**config.mk**
```make
export PLATFORM = sky130hd
export DESIGN_NAME = prim_edge_gen
export DESIGN_NICKNAME = d
export VERILOG_FILES = /design/src/rtl/prim_edge_gen_pkg.sv /design/src/rtl/prim_ff.sv /design/src/rtl/prim_edge_gen.sv
export SDC_FILE = /design/constraint.sdc
export NUM_CORES = 1
export LEC_CHECK = 0
export ABC_AREA = 1
export CELL_PAD_IN_SITES_DETAIL_PLACEMENT = 1
export CELL_PAD_IN_SITES_GLOBAL_PLACEMENT = 2
export CORE_UTILIZATION = 36
export CTS_BUF_LIST = sky130_fd_sc_hd__clkbuf_4 sky130_fd_sc_hd__clkbuf_8 sky130_fd_sc_hd__clkbuf_16
export DETAILED_ROUTE_END_ITERATION = 8
export DONT_BUFFER_PORTS = 1
export PLACE_DENSITY_LB_ADDON = 0.05
export SLEW_MARGIN = 20
export SYNTH_ARGS = -nofsm -noshare
export SYNTH_HDL_FRONTEND = slang
export SYNTH_SLANG_ARGS = --single-unit
```
**constraint.sdc**
```tcl
create_clock -name clk_i -period 3.5 [get_ports clk_i]
set_input_delay 0.35 -clock clk_i [delete_from_list [all_inputs] [get_ports clk_i]]
set_output_delay 0.35 -clock clk_i [all_outputs]
set_load 0.01 [all_outputs]
```
**src/rtl/prim_edge_gen_pkg.sv**
```systemverilog
// Shared types and constants for the serial edge generator.
package prim_edge_gen_pkg;

  // Level/hold state of the generated serial line
  typedef enum logic [1:0] {
    LOW_READY  = 2'b00,
    LOW_HOLD   = 2'b01,
    HIGH_READY = 2'b10,
    HIGH_HOLD  = 2'b11
  } edge_gen_state_e;

  // Width of the optional saturating dropped-request counter
  localparam int DropCntW = 16;

  // Level currently driven on the serial line for a given state
  function automatic logic stateLevel(input edge_gen_state_e s);
    return (s == HIGH_READY) || (s == HIGH_HOLD);
  endfunction

  // True while a minimum-width hold is being enforced
  function automatic logic stateIsHold(input edge_gen_state_e s);
    return (s == LOW_HOLD) || (s == HIGH_HOLD);
  endfunction

endpackage

```
**src/rtl/prim_ff.sv**
```systemverilog
// Generic register bank with asynchronous active-low reset to a fixed value.
module prim_ff #(
  parameter int unsigned      Width      = 1,
  parameter logic [Width-1:0] ResetValue = '0
) (
  input  logic             clk_i,
  input  logic             rst_ni,
  input  logic [Width-1:0] d_i,
  output logic [Width-1:0] q_o
);

  logic [Width-1:0] r_q;

  // Capture the next value every clock, fall back to the reset value asynchronously
  always_ff @(posedge clk_i or negedge rst_ni) begin
    if (!rst_ni) begin
      r_q <= ResetValue;
    end else begin
      r_q <= d_i;
    end
  end

  assign q_o = r_q;

endmodule

```
**src/rtl/prim_edge_gen.sv**
```systemverilog
// Serial edge generator: turns rise/fall request pulses into a registered,
// glitch-free level with minimum high/low widths and one pending edge.
// Optional macro PRIM_EDGE_GEN_DROP_CNT_EN adds a saturating 16-bit
// dropped-request counter on drop_cnt_o.
module prim_edge_gen
  import prim_edge_gen_pkg::*;
#(
  parameter int unsigned MinHigh    = 4,
  parameter int unsigned MinLow     = 4,
  parameter bit          ResetLevel = 1'b0
) (
  input  logic clk_i,
  input  logic rst_ni,
  input  logic en_i,
  input  logic r_req_i,
  input  logic f_req_i,
  output logic serial_o,
  output logic r_edge_o,
  output logic f_edge_o,
  output logic busy_o,
  output logic drop_o
`ifdef PRIM_EDGE_GEN_DROP_CNT_EN
  ,
  output logic [DropCntW-1:0] drop_cnt_o
`endif
);

  localparam int unsigned MaxHold = (MinHigh > MinLow) ? MinHigh : MinLow;
  localparam int          CntW    = $clog2(MaxHold + 1);
  localparam logic [CntW-1:0] HighLoad = CntW'(MinHigh - 1);
  localparam logic [CntW-1:0] LowLoad  = CntW'(MinLow - 1);
  localparam edge_gen_state_e ResetState = ResetLevel ? HIGH_READY : LOW_READY;

  edge_gen_state_e r_state;
  logic [CntW-1:0] r_holdCnt;
  logic            r_pend;

  edge_gen_state_e w_nextState;
  logic [CntW-1:0] w_nextCnt;
  logic            w_nextPend;
  logic            w_toggle;
  logic            w_drop;

  logic w_level;
  logic w_hold;
  logic w_riseReq;
  logic w_fallReq;
  logic w_bothReq;
  logic w_oppReq;
  logic w_sameReq;
  logic w_pendEff;
  logic [3:0] w_ffD;
  logic [3:0] w_ffQ;

  assign w_level   = stateLevel(r_state);
  assign w_hold    = stateIsHold(r_state);
  assign w_riseReq = en_i & r_req_i;
  assign w_fallReq = en_i & f_req_i;
  assign w_bothReq = w_riseReq & w_fallReq;
  assign w_oppReq  = w_level ? w_fallReq : w_riseReq;
  assign w_sameReq = w_level ? w_riseReq : w_fallReq;
  // A pending edge is only honoured while enabled; disabling discards it
  assign w_pendEff = en_i & r_pend;

  // Next-state decision: accept, store or drop requests and run the hold counter
  always_comb begin
    w_nextState = r_state;
    w_nextCnt   = r_holdCnt;
    w_nextPend  = r_pend;
    w_toggle    = 1'b0;
    w_drop      = 1'b0;
    if (!w_hold) begin
      if (w_bothReq) begin
        w_toggle   = 1'b1;
        w_nextPend = 1'b1;
      end else if (w_oppReq || w_pendEff) begin
        w_toggle   = 1'b1;
        w_nextPend = 1'b0;
      end else if (w_sameReq) begin
        w_drop = 1'b1;
      end
    end else begin
      if (w_bothReq) begin
        w_drop = 1'b1;
      end else if (w_oppReq && !w_pendEff) begin
        w_nextPend = 1'b1;
      end else if (w_oppReq || w_sameReq) begin
        w_drop = 1'b1;
      end
      if (r_holdCnt == '0) begin
        if (w_pendEff || (w_oppReq && !w_bothReq)) begin
          w_toggle   = 1'b1;
          w_nextPend = 1'b0;
        end else begin
          w_nextState = w_level ? HIGH_READY : LOW_READY;
        end
      end else begin
        w_nextCnt = r_holdCnt - 1'b1;
      end
    end
    if (w_toggle) begin
      w_nextState = w_level ? LOW_HOLD : HIGH_HOLD;
      w_nextCnt   = w_level ? LowLoad : HighLoad;
    end
    if (!en_i) begin
      w_nextPend = 1'b0;
    end
  end

  // FSM, hold counter and pending-edge register
  always_ff @(posedge clk_i or negedge rst_ni) begin
    if (!rst_ni) begin
      r_state   <= ResetState;
      r_holdCnt <= '0;
      r_pend    <= 1'b0;
    end else begin
      r_state   <= w_nextState;
      r_holdCnt <= w_nextCnt;
      r_pend    <= w_nextPend;
    end
  end

  // Serial level, edge pulses and drop pulse share one register stage so they stay aligned
  assign w_ffD = {w_level ^ w_toggle, w_toggle & ~w_level, w_toggle & w_level, w_drop};

  prim_ff #(
    .Width      (4),
    .ResetValue ({ResetLevel, 3'b000})
  ) u_outFf (
    .clk_i  (clk_i),
    .rst_ni (rst_ni),
    .d_i    (w_ffD),
    .q_o    (w_ffQ)
  );

  assign {serial_o, r_edge_o, f_edge_o, drop_o} = w_ffQ;
  assign busy_o = w_hold | r_pend;

`ifdef PRIM_EDGE_GEN_DROP_CNT_EN
  logic [DropCntW-1:0] r_dropCnt;

  // Count discarded requests in step with drop_o, sticking at all-ones
  always_ff @(posedge clk_i or negedge rst_ni) begin
    if (!rst_ni) begin
      r_dropCnt <= '0;
    end else if (w_drop && (r_dropCnt != '1)) begin
      r_dropCnt <= r_dropCnt + 1'b1;
    end
  end

  assign drop_cnt_o = r_dropCnt;
`endif

endmodule

```
**Word level (Yosys, flattened, before mapping)**

Index checks and enable logic that the tools add are counted.

- Equality and inequality tests: 6
- Reduce and logical (&&, ||, !) cells: 14
- $add $sub $neg: 1
- Muxes and demuxes: 31
- Bitwise gates (word level): 9

Operators with widths:

| operator | count |
|---|---|
| 1-bit 2-to-1 mux | 22 |
| 2-bit 2-to-1 mux | 6 |
| 3-bit 2-to-1 mux | 3 |
| 1-bit AND | 6 |
| 1-bit logical OR | 5 |
| 2-bit == test, second input constant | 2 |
| 2-bit != test, second input constant | 2 |
| 4-bit by 1-bit != test with 1-bit output, second input constant | 1 |
| 2-bit nonzero test | 2 |
| 3-bit zero test | 1 |
| 3-bit AND reduction | 1 |
| 3-bit by 1-bit subtractor with 3-bit output, second input constant | 1 |
| 2-bit by 1-bit == test with 1-bit output, second input constant | 1 |
| 1-bit logical AND | 2 |
| 1-bit zero test | 2 |
| 2-bit AND reduction | 1 |
| 1-bit inverter | 1 |
| 1-bit OR | 1 |
| 1-bit XOR | 1 |

- Word-level logic and storage cells: 65
- Register bits after elaboration: 10
- Input port bits: 5

**Depth between registers and ports, before layout**

- Word-level depth: 10
- Gate-level depth with buffers: 9
- Depth with buffers taken out: 9

**Hierarchy**

From an unflattened synthesis, not the netlist that was laid out.

- Cell total of the unflattened synthesis: 68
- Area, all modules: 579.3 um^2

Modules (own cells, without submodules):

| module | cells an instance | seq. area each (um^2) | area an instance (um^2) | times used |
|---|---|---|---|---|
| prim_edge_gen | 64 | 150.1 | 479.2 | 1 |
| prim_ff | 4 | 100.1 | 100.1 | 1 |

**Worst setup path before layout**

OpenSTA, ideal clock, no wires.

- Path type: reg-to-reg
- From: reg r_holdCnt[0]
- To: reg r_state[1]
- Period minus slack after synthesis: 1.476 ns
- Arrival: 1.359 ns
- Buffers on the path: 0
- Stages on the path, launching flop included: 10
- Data required time: 3.383 ns
- Slack: 2.024 ns
- Setup time: 0.117 ns
- Cell sequence: dfrtp_1 > inv_1 > ha_1 > nand2_1 > nand2_1 > nand3_1 > inv_1 > ha_1 > nand3_1 > nand2_1

- Word-level cells in the longest chain between the ends: 5
- Elaborated cells between the ends (all ways): 8

Ends and longest elaborated chain:

| item | line | RTL |
|---|---|---|
| start, declared | prim_edge_gen.sv:35 | `logic [CntW-1:0] r_holdCnt;` |
| start signal, assigned | prim_edge_gen.sv:118 | `r_holdCnt <= w_nextCnt;` |
| 3-bit zero test (*) | prim_edge_gen.sv:90 | `if (r_holdCnt == '0) begin` |
| 1-bit 2-to-1 mux | prim_edge_gen.sv:90 |  |
| 1-bit 2-to-1 mux | prim_edge_gen.sv:72 | `if (!w_hold) begin` |
| 2-bit != test (no source line) / 2-bit nonzero test (equally long branches) | -- |  |
| 3-bit AND reduction (no source line) | -- |  |
| end signal, assigned | prim_edge_gen.sv:113 | `r_state <= ResetState;` |
| end signal, assigned | prim_edge_gen.sv:117 | `r_state <= w_nextState;` |
| end, declared | prim_edge_gen.sv:34 | `edge_gen_state_e r_state;` |

Every way passes the cells marked *; elsewhere a longest branch is shown, timed or not.
A chain may end at the register's enable or synchronous reset.

**Final worst setup path**

Ends and elaborated chain as after synthesis.

==> results.md <==
- For this design the ratio of total power to cell area is between 800 and 900 mW/mm^2.
- In this run the clock root is driven by a clkbuf_4.
- The worst-case register-to-register setup slack is ~1.8 ns.
- In this run the number of H-tree levels came out at 1.
- The data arrival time of the critical path is about 1.9 ns.
- The later pin in the worst-skew pair is clocked with a latency of approximately 0.26 ns.
- Walking the worst path, the cells encountered are inv_1, ha_1, nand2_1, nand2_1, nand3_1, inv_1, ha_1, nand3_1, nand2_1.
- The final max-slew violation count was 0.
- Entering global routing, the biggest net connects 11 pins.
- The floorplan step defined a die boundary enclosing roughly 0.0018 mm^2.
- The library cell used most frequently in the layout, excluding fill and tap cells, is nand2_1.
- For this run, the number of Yosys warnings is 0.
- The most numerous cell type found on the critical path is nand2_1.
- The number of cells upsized or downsized after cts is 0.
- The first detailed-routing pass took 2 iterations.
- The worst path needs 1.70 ns of the cycle, external delays included.
- For this block, wires on met1 add up to 553 um.
- The worst setup path is launched from a flop.
- In the detailed route, the total length drawn on met3 is 30 um.
- Buffers added to address setup during post-CTS repair amount to 0.
- The horizontal die dimension is 42.5 um.
- After floorplanning, the core was sized to cover around 0.0015 mm^2.
- In this run the tightest slew margin relative to its limit is 0.679.
- The total leakage power is 0.355 nW.
- The post-synthesis share of cell area spent on full adders, half adders and majority gates is 0.0846.
- The required time of the critical path is 3.65 ns.
- The reg-to-reg critical path startpoint is r_holdCnt[0].
- The worst register-to-register path ends at r_state[1].
- The combinational family with the most area after synthesis is simple AND/OR/NAND/NOR gates.
- The number of hold violations in the final report is 0.
- Of the total synthesized cell area, the portion taken by XOR and XNOR cells is 0.0148.
- The final number of setup-violating endpoints is 0.
- The routed length per placed instance is 12.9 um.
- The total of fill cells in the finished design is 183.
- Wires add up to about 1.2 mm.
- The post-CTS clock slew at the launch and capture registers of the worst setup and hold paths is 0.06 ns.
- The initial antenna violation count came to 0.
- The synthesized-area fraction occupied by and/or/nand/nor cells is 0.349.
- The total of max-cap violations is 0.
- The initial detailed-routing violation count is 2.
- The total number of vias is between 400 and 500.
- Measured against the total synthesized area, the mux share comes to 0.
- The sequential area share after synthesis is 0.423.
- The number of instances in the placed design is between 80 and 90.
- The final weighted congestion in routability-driven placement is 0.705.
- The number of nets in the synthesized netlist is 81.
- The starting density of the core is 0.388.
- The cell row count is 14.
- The first-pass GRT wire length is 2.28 mm.
- The library cells used most frequently in the layout, excluding fill and tap cells, are 20 x nand2_1, 10 x nand3_1, 10 x dfrtp_1, 9 x inv_1, 6 x nand2_2.
- In the final design database the tool counted 85 nets.
- The total DRC errors in the routed layout is 0.
- Dividing the detail-routed via count by the number of cells gives 5.10.
- The final-layout setup total negative slack is 0 ns.
- Relative to the synthesized area, the layout overhead comes to 6.98%.
- The height of the die is around 43 um.
- The half-perimeter wire length after detailed placement is 948 um.
- Clock skew on the completed layout was measured at roughly 0.0035 ns.
- Clock tree synthesis found a total of 10 sinks.
- The classification of the worst-slack hold path is in -> reg.
- For this run, the top clock speed supported by timing is 0.588 GHz.
- The maximum ir drop on the vdd rail is 310 uV.
- The number of I/O port buffers is 0.
- The total overflow reported by the global router is 0.
- The overall power consumption is between 0.5 and 0.6 mW.
- The ratio of cells with drive above 1 in the final layout is 0.203.
- The source of the critical timing path is r_holdCnt[0].
- The total I/O pin count is 10.
- The flow ran to the end, and the final reports show no timing, DRC or antenna violations.
- For this design, the slowest cell found on the critical path is dfrtp_1.
- The via count of the first global-routing pass is 501.
- The number of diodes added for antenna fixing is 0.
- The fraction of the mapped netlist area in compound gates is 0.0465.
- The count of nets left with antenna violations once routing finished came out at 0.
- The highest metal layer with signal wires is met4.
- The clock passes through at most 2 buffers.
- The post-route clock period utilization is 0.486.
- Summing every instance area after synthesis gives 592 um^2.
- The critical-path maximum fanout is 8.
- The class of the most critical setup path is reg -> reg.
- The detailed route wirelength on metal2 is 555 um.
- For this run, the number of standard cells in the final layout without fillers is 90.
- Setup repair after global routing left no endpoint under its margin.
- The synthesized netlist cell count is 72.
- TritonCTS built the clock tree.
- STA classifies the critical path endpoint as a flop.
- The number of CTS-inserted buffers is 3.
- In this run the worst setup path terminates at r_state[1].
- The worst slack on hold paths is around 0.24 ns.
- The count of cells along the worst register-to-register path is 9.
- The post-layout utilization of the core is 0.415.
- Yosys mapped the design onto 16 distinct sky130hd cell types.
- At the pin with the least slew margin, the transition time is 0.480 ns.
- In this run, synthesis produced a sequential element count of 10.
- The overall track demand over capacity in global routing is 0.175.
- In this run the mean area of a mapped cell was 8.22 um^2.
- The maximum single-stage delay on the critical path is 0.35 ns.
- The hold-fix buffer count after cts is 1.
[final cells by class]
class / count / area [um^2] / share of cell area
well taps: 16 / 20.0 / 0.0316
flip-flops and latches: 10 / 250 / 0.395
clock buffers: 3 / 22.5 / 0.0356
repair buffers: 1 / 10.0 / 0.0158
inverters: 10 / 37.5 / 0.0593
multi-input cells: 50 / 293 / 0.462
[layer usage]
layer	global-route usage	vias up
met5	0	-
met4	0.113	0
met3	0.0431	4
met2	0.268	6
met1	0.217	218
li1	-	231
[critical path, delay by kind of cell (launching register included)]
kind	cells	cell delay [ns]
and+or+nand+nor	5	0.60
buffers and inverters	2	0.15
DFF	1	0.35
adders and majority gates	2	0.49
[power by group]
part,leakage [nW],internal [mW],switching (mW),total (mW)
Combinational,0.216,0.0808,0.150,0.231
Sequential,0.125,0.164,0.0430,0.207
Clock,0.0138,0.0397,0.0375,0.0772
[synth_stat cells]
cell / number / share of area
xor2_1: 1 / 0.015
nand3_1: 10 / 0.085
o21ai_0: 1 / 0.0084
buf_4: 1 / 0.013
nand2_2: 6 / 0.063
nand3b_1: 1 / 0.013
o21ai_1: 1 / 0.0084
inv_1: 9 / 0.057
dfrtp_1: 10 / 0.42
nand4_1: 1 / 0.011
a21oi_2: 2 / 0.030
ha_1: 4 / 0.085
nand3_2: 3 / 0.051
nand2_1: 20 / 0.13
clkbuf_1: 1 / 0.0063
inv_2: 1 / 0.0063
[worst min-delay path by stage]
stage                     startpoint            to  slack, ns  cells past startpoint
after global placement        rst_ni        r_pend       0.05                      0
after CTS                       en_i        r_pend       0.24                      2
after global routing            en_i        r_pend       0.25                      2
final                           en_i        r_pend       0.24                      2
after floorplan               rst_ni  r_holdCnt[0]       0.05                      0
after detailed placement      rst_ni        r_pend       0.05                      0
[sequential cells by signal (all words and copies together), names as in the netlist]
signal	cells
r_pend	1
r_holdCnt	3
r_state	2
u_outFf.q_o	4
[cell families after synthesis]
logic type | count (synthesis)
XOR/XNOR | 1
flip-flops | 10
AO/OA/AOI/OAI | 4
adder cells (fa/ha/maj) | 4
buffers and inverters | 12
AND/OR/NAND/NOR | 41
[per-stage QoR]
step,setup slack (ns),cell area (um^2)
finish,1.80,633
global route,1.65,633
CTS,1.80,633
detailed placement,1.81,601
global placement,1.89,601
floorplan,2.02,592
(Power assumes the default switching activity.)
